## src/rtl/weight_fifo_in_ctrl.sv

```systemverilog
// Weight FIFO fill controller: fetches one tile of rows from SRAM, pushes them into the column FIFOs,
// then kicks and waits for the output controller. Optional zero padding: WFIFO_IN_ZERO_PAD_EN.

module weight_fifo_in_ctrl_chk (
  input logic clk,
  input logic rstn,
  input logic i_stray
);
  // A response nobody asked for is dropped by the controller; surface it in simulation.
  a_no_stray_rsp: assert property (@(posedge clk) disable iff (!rstn) !i_stray)
    else $warning("weight_fifo_in_ctrl: unexpected mem_rsp_valid dropped");
endmodule

module weight_fifo_in_ctrl #(
  parameter int FIFO_WIDTH      = 16,
  parameter int FIFO_DEPTH      = 16,
  parameter int DATA_WIDTH      = 16,
  parameter int ADDR_WIDTH      = 32,
  parameter int ADDR_STRIDE     = 32,
  parameter int MAX_OUTSTANDING = 4
) (
  input  logic                             clk,
  input  logic                             rstn,
  input  logic                             i_start,
  input  logic [ADDR_WIDTH-1:0]            i_base_addr,
`ifdef WFIFO_IN_ZERO_PAD_EN
  input  logic [$clog2(FIFO_DEPTH):0]      i_num_rows,
`endif
  output logic                             o_mem_req_valid,
  input  logic                             i_mem_req_ready,
  output logic [ADDR_WIDTH-1:0]            o_mem_req_addr,
  input  logic                             i_mem_rsp_valid,
  input  logic [FIFO_WIDTH*DATA_WIDTH-1:0] i_mem_rsp_data,
  output logic [FIFO_WIDTH-1:0]            o_fifo_push,
  output logic [FIFO_WIDTH*DATA_WIDTH-1:0] o_fifo_wdata,
  output logic                             o_drain_en,
  input  logic                             i_drain_done,
  output logic                             o_busy,
  output logic                             o_tile_done
);

  localparam int CW = $clog2(FIFO_DEPTH) + 1;
  localparam logic [CW-1:0] DEPTH_C = CW'(FIFO_DEPTH);

  typedef enum logic [2:0] {S_IDLE, S_FETCH, S_KICK, S_DRAIN, S_DONE} state_t;

  state_t                r_state;
  logic [CW-1:0]         r_req_cnt;
  logic [CW-1:0]         r_rsp_cnt;
  logic [ADDR_WIDTH-1:0] r_addr;
  logic                  r_drain_en;
  logic                  r_busy;
  logic                  r_tile_done;

  logic [CW-1:0] w_rows;
  logic [CW-1:0] w_pushed;
  logic [CW-1:0] w_outstanding;
  logic          w_fetch;
  logic          w_req_valid;
  logic          w_req_acc;
  logic          w_rsp_acc;
  logic          w_pad_push;

`ifdef WFIFO_IN_ZERO_PAD_EN
  logic [CW-1:0] r_rows;
  logic [CW-1:0] r_pad_cnt;
  logic [CW-1:0] w_rows_in;

  // Requests beyond the tile depth make no sense, so oversized row counts are clamped.
  assign w_rows_in  = (i_num_rows > DEPTH_C) ? DEPTH_C : i_num_rows;
  assign w_rows     = r_rows;
  assign w_pushed   = r_rsp_cnt + r_pad_cnt;
  assign w_pad_push = w_fetch && (r_rsp_cnt == r_rows) && (w_pushed < DEPTH_C);
`else
  assign w_rows     = DEPTH_C;
  assign w_pushed   = r_rsp_cnt;
  assign w_pad_push = 1'b0;
`endif

  assign w_outstanding = r_req_cnt - r_rsp_cnt;
  assign w_fetch       = (r_state == S_FETCH);
  assign w_req_valid   = w_fetch && (r_req_cnt < w_rows) &&
                         (32'(w_outstanding) < 32'(MAX_OUTSTANDING));
  assign w_req_acc     = w_req_valid && i_mem_req_ready;
  // Only responses to issued requests are accepted; anything else is dropped.
  assign w_rsp_acc     = w_fetch && i_mem_rsp_valid && (r_rsp_cnt != r_req_cnt);

  assign o_mem_req_valid = w_req_valid;
  assign o_mem_req_addr  = r_addr;
  assign o_fifo_push     = {FIFO_WIDTH{w_rsp_acc || w_pad_push}};
  assign o_fifo_wdata    = w_rsp_acc ? i_mem_rsp_data : {(FIFO_WIDTH*DATA_WIDTH){1'b0}};
  assign o_drain_en      = r_drain_en;
  assign o_busy          = r_busy;
  assign o_tile_done     = r_tile_done;

  // Tile sequencing, request/response bookkeeping and registered status outputs.
  always_ff @(posedge clk) begin
    if (!rstn) begin
      r_state     <= S_IDLE;
      r_req_cnt   <= {CW{1'b0}};
      r_rsp_cnt   <= {CW{1'b0}};
      r_addr      <= {ADDR_WIDTH{1'b0}};
      r_drain_en  <= 1'b0;
      r_busy      <= 1'b0;
      r_tile_done <= 1'b0;
`ifdef WFIFO_IN_ZERO_PAD_EN
      r_rows      <= {CW{1'b0}};
      r_pad_cnt   <= {CW{1'b0}};
`endif
    end else begin
      r_drain_en  <= 1'b0;
      r_tile_done <= 1'b0;
      case (r_state)
        S_IDLE: begin
          if (i_start) begin
            r_addr    <= i_base_addr;
            r_req_cnt <= {CW{1'b0}};
            r_rsp_cnt <= {CW{1'b0}};
`ifdef WFIFO_IN_ZERO_PAD_EN
            r_rows    <= w_rows_in;
            r_pad_cnt <= {CW{1'b0}};
`endif
            r_busy    <= 1'b1;
            r_state   <= S_FETCH;
          end
        end
        S_FETCH: begin
          if (w_req_acc) begin
            r_req_cnt <= r_req_cnt + {{(CW-1){1'b0}}, 1'b1};
            r_addr    <= r_addr + ADDR_WIDTH'(ADDR_STRIDE);
          end
          if (w_rsp_acc) begin
            r_rsp_cnt <= r_rsp_cnt + {{(CW-1){1'b0}}, 1'b1};
          end
`ifdef WFIFO_IN_ZERO_PAD_EN
          if (w_pad_push) begin
            r_pad_cnt <= r_pad_cnt + {{(CW-1){1'b0}}, 1'b1};
          end
`endif
          // Leave one cycle after the final push so the FIFOs settle before the kick.
          if (w_pushed == DEPTH_C) begin
            r_drain_en <= 1'b1;
            r_state    <= S_KICK;
          end
        end
        S_KICK: begin
          r_state <= S_DRAIN;
        end
        S_DRAIN: begin
          if (i_drain_done) begin
            r_tile_done <= 1'b1;
            r_state     <= S_DONE;
          end
        end
        S_DONE: begin
          r_busy  <= 1'b0;
          r_state <= S_IDLE;
        end
        default: begin
          r_busy  <= 1'b0;
          r_state <= S_IDLE;
        end
      endcase
    end
  end

  weight_fifo_in_ctrl_chk u_chk (
    .clk     (clk),
    .rstn    (rstn),
    .i_stray (i_mem_rsp_valid && !w_rsp_acc)
  );

endmodule
```

## config.mk

```make
export PLATFORM = sky130hd
export DESIGN_NAME = weight_fifo_in_ctrl
export DESIGN_NICKNAME = d
export VERILOG_FILES = /design/src/rtl/weight_fifo_in_ctrl.sv
export SDC_FILE = /design/constraint.sdc
export NUM_CORES = 1
export LEC_CHECK = 0
export ABC_AREA = 1
export CAP_MARGIN = 10
export CORE_AREA = 2 2 235 237
export DETAILED_ROUTE_END_ITERATION = 7
export DIE_AREA = 0 0 237 239
export GPL_TIMING_DRIVEN = 1
export PLACE_DENSITY = 0.38
export SYNTH_ARGS = -nofsm -noshare
export SYNTH_HDL_FRONTEND = slang
export SYNTH_HIERARCHICAL = 1
export SYNTH_SLANG_ARGS = --single-unit
```

## constraint.sdc

```tcl
create_clock -name clk -period 4.6 [get_ports clk]
set_input_delay 1.15 -clock clk [delete_from_list [all_inputs] [get_ports clk]]
set_output_delay 1.15 -clock clk [all_outputs]
set_load 0.05 [all_outputs]
```

==> metrics.md <==
| Metric | Value |
|---|---|
| Initial Util | 9.94% |
| Worst setup EP type | output pin |
| Fin. Hold Viols | 0 |
| Final core utilization | 27.5% |
| Outcome | finished, final reports clean |
| Wire length per cell | 22.7 um |
| Hold Crit Class | flip-flop to flip-flop |
| First-pass GRT wire length | 70,100 um |
| Crit path required time | 3.45 ns |
| Crit Path Max Fanout | 43 |
| Ports | 602 |
| Post-DRT Antenna Nets | 0 |
| Worst setup SP type | input pin |
| Most frequent cell after synthesis | nor2_1 |
| Internal cell power | 1.61 mW |
| Height of the die | 239 um |
| Overflow after GRT | 0 |
| Slew Viols, Final | 0 |
| GPL Wtd Cong | 0.844 |
| Placed instance area | 0.0148 mm2 |
| #FFs+latches synth | 48 |
| Post-synth EDFFs | 0 |
| CTS tree | done |
| Pin slew with the least headroom to its limit | 0.870 ns |
| Synth Cell Area | 0.00540 mm2 |
| Final nets | 1,949 |
| Type of the worst setup path | input pin to output pin |
| Syn avg cell area | 4.93 um2 |
| Prevailing post-synth register cell | dfxtp_1 |
| Area leader, netlist | nor2_1 |
| P_sw | 1.64 mW |
| Critical path arrival | 2.98 ns |
| Via/cell ratio | 3.59 |
| Clock slew at reported path FFs | 0.07 ns |
| Routed via count | 8,444 |
| Post-cts gate resize count | 0 |
| Async SR Flop Fraction | 0% |
| # setup viols final | 0 |
| Clock Tree Root | clkbuf_16 |
| Syn Nets | 1,397 |
| Cell area after layout | 0.0149 mm2 |
| Top cells by area, synth | nor2_1, inv_1, dfxtp_1 |
| Relative max-transition margin | 41.8% |
| Minimum clock period | 4.13 ns |
| Cell Rows | 86 |
| Clock skew | 0.00534 ns |
| Power density over cell area | 217 mW/mm2 |
| Register area share after synthesis | 17.8% |
| CTS Buf Count | 5 |
| Switching share of power | 50.5% |
| Post-Route Setup TNS | 0 ns |
| Largest net degree at the start of global routing | 85 |
| CTS Buffer Depth | 2 |
| Initial DRC Count | 449 |
| Die Wd | 237 um |
| Pre-antenna DRT Iters | 5 |
| Clock sink total | 48 |
| Synth cell count leaders | nor2_1, inv_1, nand2_1 |
| Max-capacitance violation count | 0 |
| DRT Wirelength | 53,500 um |
| Worst-skew pair later-pin latency | 0.30 ns |
| Final period util | 89.7% |
| Cell count after synthesis | 1,095 |
| Maximum VDD drop | 212 uV |
| CTS Hold Buffers Added | 0 |
| Core Region | 0.0543 mm2 |
| Flop pwr share | 19.1% |
| Max frequency | 0.242 GHz |
| Proportion of netlist area held by the largest area contributor | 21.5% |
| Synth Warn # | 6 |
| Leak | 6.90 nW |
| Number of setup buffers added after CTS | 0 |
| # DRC | 0 |
| Logic pwr share | 67.3% |
| Initial antenna violation count | 7 |
| I/O Buffers | 601 |
| Fill count | 5,915 |
| Htree depth | 2 |
| Vias in the first global route | 8,234 |
| Share of layout cells above drive strength 1 | 18.7% |
| Die footprint | 0.0566 mm2 |
| DP HPWL | 47,100 um |
| RSZ-0062 raised after global routing | false |
| Yosys cell types | 31 |
| Gr usage total | 18.0% |
| Clock power frac | 13.6% |
| Synthesis-to-layout area growth | 177% |
[worst max-delay path, cell delays in order]
cell and delay [ns]:
clkdlybuf4s50_1 0.53, nand3_4 0.36, buf_12 0.34, nor2_1 0.35
buf_12 0.19
[layer usage]
layer | global-route usage [%] | vias up | part of all wire [%]
met5 | 0 | - | 0.024
met2 | 29.3 | 381 | 46
li1 | - | 4191 | -
met4 | 3.55 | 2 | 1.8
met3 | 6.66 | 27 | 9.6
met1 | 22.6 | 3843 | 42
[sequential cells by signal (all words and copies together) (netlist names)]
name / flops
o_tile_done: 1
o_mem_req_addr: 32
o_busy: 1
r_rsp_cnt: 5
r_state: 3
o_drain_en: 1
r_req_cnt: 5
[layout make-up]
class                      instances  area [um2]  share of cell area (%)
clock buffer                       5         125                   0.837
inverter                         294        1100                    7.38
timing repair buffer             610        8860                    59.3
sequential                        48         961                    6.43
clock inverter                     3        42.5                   0.285
antenna                            2        5.00                  0.0335
tap                              704         881                    5.89
multi-input combinational        688        2970                    19.9
[path summary, 6_finish.rpt]
check        slack, ns                 end  cells after the start         startpoint
max               0.47    o_fifo_wdata[15]                      5    i_mem_rsp_valid
min               0.45   o_mem_req_addr[2]                      2  o_mem_req_addr[2]
max reg2reg       1.88  o_mem_req_addr[19]                     12       r_rsp_cnt[2]
min reg2reg       0.45   o_mem_req_addr[2]                      2  o_mem_req_addr[2]
[layout by cell type, fill, tap and decap left out, types with 2 or more instances in the layout]
cell type          n
nand2_2            3
buf_4              5
nor2_2             2
inv_2              2
clkdlybuf4s50_1  329
ha_1               8
buf_12           276
dfxtp_1           48
nand4_1            3
a21oi_1           43
xnor2_1            3
nand3_1           64
or2_2              5
diode_2            2
inv_1            292
clkbuf_16          5
xor2_1             7
nor3_1             5
nor2_1           310
o21ai_0            6
nand2_1          216
o31ai_1            3
[per-stage QoR]
| stage | total power, mW | setup WS [ns] | cells | hold WS [ns] |
|---|---|---|---|---|
| finish | 3.25 | 0.474 | 2354 | 0.452 |
| global route | 3.43 | 0.424 | 2352 | 0.485 |
| CTS | 3.29 | 0.473 | 2352 | 0.455 |
| detailed placement | 2.83 | 0.474 | 2344 | 0.437 |
| global placement | 2.83 | 0.400 | 2344 | 0.433 |
| floorplan | 1.76 | 1.20 | 1095 | 0.450 |
[power groups by stage]
stage / combinational [mW] / sequential, mW / clock (mW)
after floorplan: 0.938 / 0.823 / 0
after global placement: 2.20 / 0.627 / 0
after detailed placement: 2.20 / 0.631 / 0
after CTS: 2.21 / 0.623 / 0.457
after global routing: 2.32 / 0.636 / 0.471
final: 2.18 / 0.621 / 0.442
[cells by family (layout without fill, tap and decap cells)]
kind of cell             Yosys count  in the layout  share of synthesized area [%]
AO/OA/AOI/OAI                     55             55                           5.35
buffers and inverters            359            912                           27.3
XOR/XNOR                          10             10                           1.62
flip-flops                        48             48                           17.8
other                              0              2                              0
AND/OR/NAND/NOR                  615            615                           46.1
adder cells (fa/ha/maj)            8              8                           1.85
Note: power is estimated with default switching activity, not from simulation.
